File: config.mk
export PLATFORM = sky130hd
export DESIGN_NAME = mesh_term_inject_arb
export DESIGN_NICKNAME = d
export VERILOG_FILES = /design/src/rtl/mesh_term_inject_arb.sv
export SDC_FILE = /design/constraint.sdc
export NUM_CORES = 1
export LEC_CHECK = 0
export CORE_AREA = 2 2 193 242
export DETAILED_ROUTE_END_ITERATION = 8
export DIE_AREA = 0 0 195 244
export PLACE_DENSITY = 0.53
export SKIP_CTS_REPAIR_TIMING = 1
export SLEW_MARGIN = 10
export SYNTH_ARGS = -nofsm -noshare
export SYNTH_HDL_FRONTEND = slang
export SYNTH_SLANG_ARGS = --single-unit
File: constraint.sdc
create_clock -name clk -period 11.8 [get_ports clk]
set_clock_uncertainty 0.15 [all_clocks]
set_input_delay 2.36 -clock clk [delete_from_list [all_inputs] [get_ports clk]]
set_output_delay 2.36 -clock clk [all_outputs]
set_load 0.05 [all_outputs]
File: src/rtl/mesh_term_inject_arb.sv
// Multi-channel packet injector for one mesh terminal: per-channel circular FIFOs,
// self-address filtering, sticky overflow flags and a round-robin grant to the router.
module mesh_term_inject_arb #(
  parameter int unsigned          pckg_sz    = 40,
  parameter int unsigned          fifo_depth = 4,
  parameter int unsigned          NUM_CH     = 2,
  parameter logic [3:0]           self_row   = 4'd0,
  parameter logic [3:0]           self_col   = 4'd1,
  parameter logic [pckg_sz-19:0]  bdcst      = {(pckg_sz-18){1'b1}},
  parameter int unsigned          CNT_W      = 8
) (
  input  logic                      clk,
  input  logic                      reset,
  input  logic [NUM_CH-1:0]         push,
  input  logic [NUM_CH*pckg_sz-1:0] data_in,
  output logic [NUM_CH-1:0]         full,
  output logic                      pndng,
  output logic [pckg_sz-1:0]        data_out,
  input  logic                      pop,
  output logic                      is_bdcst,
  output logic [NUM_CH-1:0]         overflow,
  output logic [CNT_W-1:0]          drop_cnt
);

  localparam int unsigned PW = $clog2(fifo_depth);
  localparam int unsigned CW = (NUM_CH > 1) ? $clog2(NUM_CH) : 1;

  typedef enum logic {IDLE, GRANT} state_e;

  logic [pckg_sz-1:0] mem_q    [NUM_CH][fifo_depth];
  logic [pckg_sz-1:0] pkt_in   [NUM_CH];
  logic [PW-1:0]      wr_ptr_q [NUM_CH];
  logic [PW-1:0]      wr_ptr_d [NUM_CH];
  logic [PW-1:0]      rd_ptr_q [NUM_CH];
  logic [PW-1:0]      rd_ptr_d [NUM_CH];
  logic [PW:0]        cnt_q    [NUM_CH];
  logic [PW:0]        cnt_d    [NUM_CH];
  logic [NUM_CH-1:0]  ovf_q, ovf_d, wr_en, self_hit, pop_ch, avail;
  logic [CW-1:0]      grant_q, grant_d, rr_q, rr_d, start, sel;
  state_e             state_q, state_d;
  logic [pckg_sz-1:0] dout_q, dout_d;
  logic [CNT_W-1:0]   drop_q, drop_d;
  logic [CNT_W+3:0]   drop_sum;
  logic               found;

  always_comb begin
    ovf_d    = ovf_q;
    drop_sum = {4'b0, drop_q};
    for (int unsigned c = 0; c < NUM_CH; c++) begin
      pkt_in[c]   = data_in[c*pckg_sz +: pckg_sz];
      self_hit[c] = push[c] && (pkt_in[c][pckg_sz-9 -: 4] == self_row)
                            && (pkt_in[c][pckg_sz-13 -: 4] == self_col);
      pop_ch[c]   = (state_q == GRANT) && pop && (grant_q == CW'(c));
      full[c]     = (cnt_q[c] == (PW+1)'(fifo_depth));
      // a granted pop frees a slot in the same edge, so a full channel still accepts
      wr_en[c]    = push[c] && !self_hit[c] && (!full[c] || pop_ch[c]);
      ovf_d[c]    = ovf_q[c] | (push[c] && !self_hit[c] && full[c] && !pop_ch[c]);
      wr_ptr_d[c] = wr_ptr_q[c] + PW'(wr_en[c]);
      rd_ptr_d[c] = rd_ptr_q[c] + PW'(pop_ch[c]);
      cnt_d[c]    = cnt_q[c] + (PW+1)'(wr_en[c]) - (PW+1)'(pop_ch[c]);
      drop_sum    = drop_sum + (CNT_W+4)'(self_hit[c]);
    end
    drop_d = (|drop_sum[CNT_W+3:CNT_W]) ? '1 : drop_sum[CNT_W-1:0];
  end

  // Arbitration sees the post-pop occupancy so a new grant can follow a pop with no bubble;
  // same-cycle pushes are deliberately not visible yet.
  always_comb begin
    state_d = state_q;
    grant_d = grant_q;
    rr_d    = rr_q;
    dout_d  = dout_q;
    for (int unsigned c = 0; c < NUM_CH; c++) begin
      avail[c] = pop_ch[c] ? (cnt_q[c] > (PW+1)'(1)) : (cnt_q[c] != '0);
    end
    if (state_q == GRANT) begin
      start = (grant_q == CW'(NUM_CH-1)) ? '0 : grant_q + 1'b1;
    end else begin
      start = rr_q;
    end
    found = 1'b0;
    sel   = '0;
    for (int unsigned i = 0; i < NUM_CH; i++) begin
      int unsigned idx;
      idx = int'(start) + i;
      if (idx >= NUM_CH) idx = idx - NUM_CH;
      if (!found && avail[CW'(idx)]) begin
        found = 1'b1;
        sel   = CW'(idx);
      end
    end
    if (state_q == GRANT && pop) begin
      rr_d    = start;
      state_d = IDLE;
    end
    if ((state_q == IDLE || pop) && found) begin
      state_d = GRANT;
      grant_d = sel;
      dout_d  = mem_q[sel][rd_ptr_d[sel]];
    end
  end

  always_ff @(posedge clk) begin
    for (int unsigned c = 0; c < NUM_CH; c++) begin
      if (wr_en[c]) mem_q[c][wr_ptr_q[c]] <= pkt_in[c];
    end
  end

  always_ff @(posedge clk or negedge reset) begin
    if (!reset) begin
      for (int unsigned c = 0; c < NUM_CH; c++) begin
        wr_ptr_q[c] <= '0;
        rd_ptr_q[c] <= '0;
        cnt_q[c]    <= '0;
      end
      ovf_q   <= '0;
      drop_q  <= '0;
      state_q <= IDLE;
      grant_q <= '0;
      rr_q    <= '0;
      dout_q  <= '0;
    end else begin
      for (int unsigned c = 0; c < NUM_CH; c++) begin
        wr_ptr_q[c] <= wr_ptr_d[c];
        rd_ptr_q[c] <= rd_ptr_d[c];
        cnt_q[c]    <= cnt_d[c];
      end
      ovf_q   <= ovf_d;
      drop_q  <= drop_d;
      state_q <= state_d;
      grant_q <= grant_d;
      rr_q    <= rr_d;
      dout_q  <= dout_d;
    end
  end

  assign pndng    = (state_q == GRANT);
  assign data_out = dout_q;
  assign is_bdcst = pndng && (dout_q[pckg_sz-19:0] == bdcst);
  assign overflow = ovf_q;
  assign drop_cnt = drop_q;

endmodule

Word level (Yosys, flattened, before mapping)
Memories as Yosys holds them, arrays and structs flattened.
Index checks and enable logic that the tools add are counted.
{"block": "word_totals", "register_bits": 67, "latchBits": 0, "ramBits": 320, "romBits": 0, "in_bits": 85, "word_cells": 119, "memories": 1}
{"block": "classes", "n_addsub": 14, "n_mul": 0, "n_div": 0, "n_lt_le_gt_ge": 12, "eq_ne": 5, "shifts": 0, "muxes": 31, "bitwise": 8, "reduce_logical": 36}
{"name": "mem_q", "depth": 2, "word_bits": 160, "read_ports": 1, "rd_ports_with_merged_regs": 0, "wr": 2, "line": "30", "source": "logic [pckg_sz-1:0] mem_q [NUM_CH][fifo_depth];"}
{"operator": "two-way mux 160 bit", "n": 2}
{"operator": "demux 40 bit (select 2 bit)", "n": 2}
{"operator": "two-way mux 40 bit", "n": 4}
{"operator": "binary-select mux 40 bit (select 2 bit)", "n": 1}
{"operator": "== test 22 bit, second input constant", "n": 1}
{"operator": "logical AND 1 bit", "n": 20}
{"operator": "two-way mux 1 bit", "n": 18}
{"operator": "adder 9 x 1 -> 10 bit", "n": 1}
{"operator": "adder 8 x 1 -> 9 bit", "n": 1}
{"operator": "greater-or-equal comparator 3 bit, second input constant", "n": 3}
{"operator": "inverter 2 -> 3 bit", "n": 3}
{"operator": "adder 2 x 1 -> 2 bit", "n": 4}
{"operator": "== test 4 x 1 -> 1 bit, second input constant", "n": 2}
{"operator": "logical NOT 4 bit", "n": 2}
{"operator": "two-way mux 8 bit", "n": 1}
{"operator": "logical NOT 1 bit", "n": 7}
{"operator": "adder 3 x 1 -> 3 bit", "n": 2}
{"operator": "== test 3 bit, second input constant", "n": 2}
{"operator": "greater-than comparator 3 x 1 -> 1 bit, second input constant", "n": 2}
{"operator": "less-than comparator 3 x 1 -> 1 bit, second input constant", "n": 2}
{"operator": "two-way mux 2 bit", "n": 3}
{"operator": "nonzero test 3 bit", "n": 2}
{"operator": "subtractor 3 x 1 -> 3 bit", "n": 2}
{"operator": "greater-or-equal comparator 2 bit, second input constant", "n": 2}
{"operator": "11 further kinds", "n": 17}

Logic depth before layout (Yosys ltp)
{"block": "logic_depth", "word_depth": 19, "depth_mapped": 10}

Least setup slack after synthesis
OpenSTA, ideal clock, no wires.
{"block": "synth_timing", "kind": "in2reg", "startpoint": "in data_in[24]", "endpoint": "mem mem_q[0][100] in the netlist's numbering, enable pin", "setup_ps": 495, "t_arrival_ps": 5808, "slack_ps": 5347, "cell_stages": 4, "path_buffers": 0, "cell_sequence": "nor4b_1 > nand4b_1 > nand3_1 > nor3b_1"}
{"item": "start: declaration", "line": "15", "source": "input logic [NUM_CH*pckg_sz-1:0] data_in,"}
{"item": "end: declaration", "line": "30"}

Worst setup path after layout
{"block": "layout_timing", "startpoint": "reg state_q (netlist: pndng)", "endpoint": "out is_bdcst"}
{"block": "layout_via", "elab_chain_cells": 1}
{"item": "start: declaration", "line": "40", "source": "state_e state_q, state_d;"}
{"item": "start signal: assignment", "line": "130", "source": "state_q <= state_d;"}
{"item": "logical AND 1 bit", "line": "139", "source": "assign is_bdcst = pndng && (dout_q[pckg_sz-19:0] == bdcst);"}
{"item": "end: declaration", "line": "20", "source": "output logic is_bdcst,"}
Every way passes these cells.

==> out/metrics.cfg <==
[global_route]
grt_overflow = 0
grt_pass1_vias = 9730
grt_pass1_wl_mm = 63.9
grt_usage_pct = 18.1
antenna_found_initial = 4
grt_max_degree = 84

[routing]
drt-met1-wl_mm = 18.5
top_layer = met5
drt-total-wl_mm = 42.7
dr.pass1.iters = 5
wl_per_cell_um = 23.9
dr_wl_met2_mm = 21.0
drtAntennaViolNets = 0
drt_iter0_drc = 764
drt-vias-per-instance = 5.29
drc_errors = 0
wl_met3_mm = 2.13
routed-via-count = 9475

[logic_synthesis]
syn-cell-area_um2 = 15700
syn-num-nets = 1149
postSynthCellCount = 1050
synth_edf_count = 320
syn_avg_cell_area_um2 = 14.9
synth.distinct_cells = 49
ys_ff_latch = 387
synth_ff_type = edfxtp_1
seq_area_frac_synth_pct = 71.9
async_flop_share_pct = 17.3
yosys-top-cells-area = edfxtp_1, dfrtp_1, mux2i_1, a21oi_1, nand2_1
netlist.top_cell.by_area = edfxtp_1
yosysWarnings = 0
yosys.area.top_type_share_pct = 61.2

[cts]
htreeDepth = 2
cts.clk_slew.worst_paths_ns = 0.06
clk_latency_ns = 0.55
clock_tree.root_cell = clkbuf_16
numCtsBuffers = 40
clockBufferDepth = 3
cts_tree = yes
cts_sinks = 387

[die]
fp-row-count = 87
fp.dieH_um = 244
fp.dieW_um = 195
initial_core_util_pct = 34.8
dieArea_um2 = 47600
ioPinCount = 139
core_area_um2 = 45100

[placed_design]
dpl.hpwl_mm = 23.8
numPortBuffers = 138
dpl_worst_slack_ns = 5.83
place.gp.congestion = 0.706

[setup_path]
cp-end-kind = output pin
critPathLaunchType = register
worstPathMaxFanout = 9
worstPathRequired_ns = 9.29
worstSetupPathType = register to output pin
cp_data_arrival_time_ns = 3.00

[final_layout]
syn_to_final_growth_pct = 21.2
drive_gt1_share_pct = 10.4
layout_commonest_cell = edfxtp_1
nets = 1279
final_util_pct = 42.2
layout_common_cells = edfxtp_1, clkdlybuf4s50_1, nand2_1

[timing]
slew_viol_final = 0
rsz0062_at_grt = false
worstMarginPinSlew_ns = 1.15
fin_ws_ns = 6.29
final_hold_viol_count = 0
fin_setup_tns_ns = 0
slew_headroom_pct = 23.5
finalCritPeriodShare_pct = 46.7
hold_ws_ns = 0.317
fin_crit_ns = 5.51
max_freq_mhz = 182
setup_viol_count_final = 0

[worst_hold_path]
worstHoldPathType = register to register

[run]
maxCapViolCount = 0

[status]
status = completed

[pwr]
leakage_uw = 0.00659
power_uw = 5680
vdd_drop_max_mv = 0.199
p_per_area_nw_per_um2 = 299

## report_power, final
group          switching (µW)  internal, µW
Clock                     515           763
Combinational            1620           785
Sequential                155          1840
Total                    2290          3390
## synth_stat cells, types with 4 or more instances
master	number
a21oi_1	82
a31oi_1	42
buf_2	29
buf_6	5
clkbuf_1	34
dfrtp_1	67
edfxtp_1	320
ha_1	11
inv_1	15
mux2_1	27
mux2_2	12
mux2i_1	81
nand2_1	93
nand3_1	7
nand4_1	6
nor2_1	45
nor3_1	7
nor4_1	40
o21ai_0	41
o221ai_1	29
o221ai_2	10
xor2_1	4
## flip-flops by register name, indices dropped and copies added (netlist names)
name / count
grant_q: 1
cnt_q: 6
rr_q: 1
data_out: 40
drop_cnt: 8
mem_q: 320
overflow: 2
pndng: 1
rd_ptr_q: 4
wr_ptr_q: 4
## per-layer routing
metal,GRT usage [%],up-vias
met5,0,-
met4,5.41,4
met3,2.95,57
met2,30.4,255
met1,24.1,4846
li1,-,4313
## cell families (layout without fill, tap and decap cells)
family / count (synthesis) / in the layout / synth area share [%]
flops: 387 / 387 / 71.9
simple gates: 220 / 220 / 6.67
compound gates: 212 / 212 / 8.87
mux: 122 / 122 / 8.25
buf+inv: 88 / 250 / 2.65
fa+ha+maj: 14 / 14 / 1.26
xor+xnor: 7 / 7 / 0.391
other cells: 0 / 2 / 0
## worst paths after layout
path,slack [ns],cells past startpoint,endpoint,start
min reg2reg,0.32,2,rr_q$_DFFE_PN0N_,rr_q$_DFFE_PN0N_
min in group asynchronous,1.45,1,data_out[33]$_DFFE_PN0P_,reset
min,0.32,2,rr_q$_DFFE_PN0N_,rr_q$_DFFE_PN0N_
max reg2reg,8.14,10,data_out[37]$_DFFE_PN0P_,pndng$_DFFE_PN0P_
max,6.29,4,is_bdcst,pndng$_DFFE_PN0P_
max in group asynchronous,8.78,2,data_out[14]$_DFFE_PN0P_,reset
## critical path, cell delays in order, from the launching register on
cell and delay [ns]:
dfrtp_1 0.60, nand4_1 0.22, or4_1 0.56, nor3_1 0.24, clkdlybuf4s50_1 0.85
## stage by stage
| stage | area (µm²) | std cells |
|---|---|---|
| floorplan | 15700 | 1050 |
| global placement | 17700 | 1716 |
| detailed placement | 17700 | 1716 |
| CTS | 19000 | 1790 |
| global route | 19000 | 1791 |
| finish | 19000 | 1792 |
## layout make-up
cell class                 count  area [µm²]
fill                        4132       26000
sequential                   387       11300
multi-input combinational    575        4060
timing repair buffer         159        1540
clock buffer                  60        1190
tap                          578         723
clock inverter                14         150
inverter                      17        66.3
antenna                        2        5.00
No activity file was read; power rests on OpenSTA's default activity.
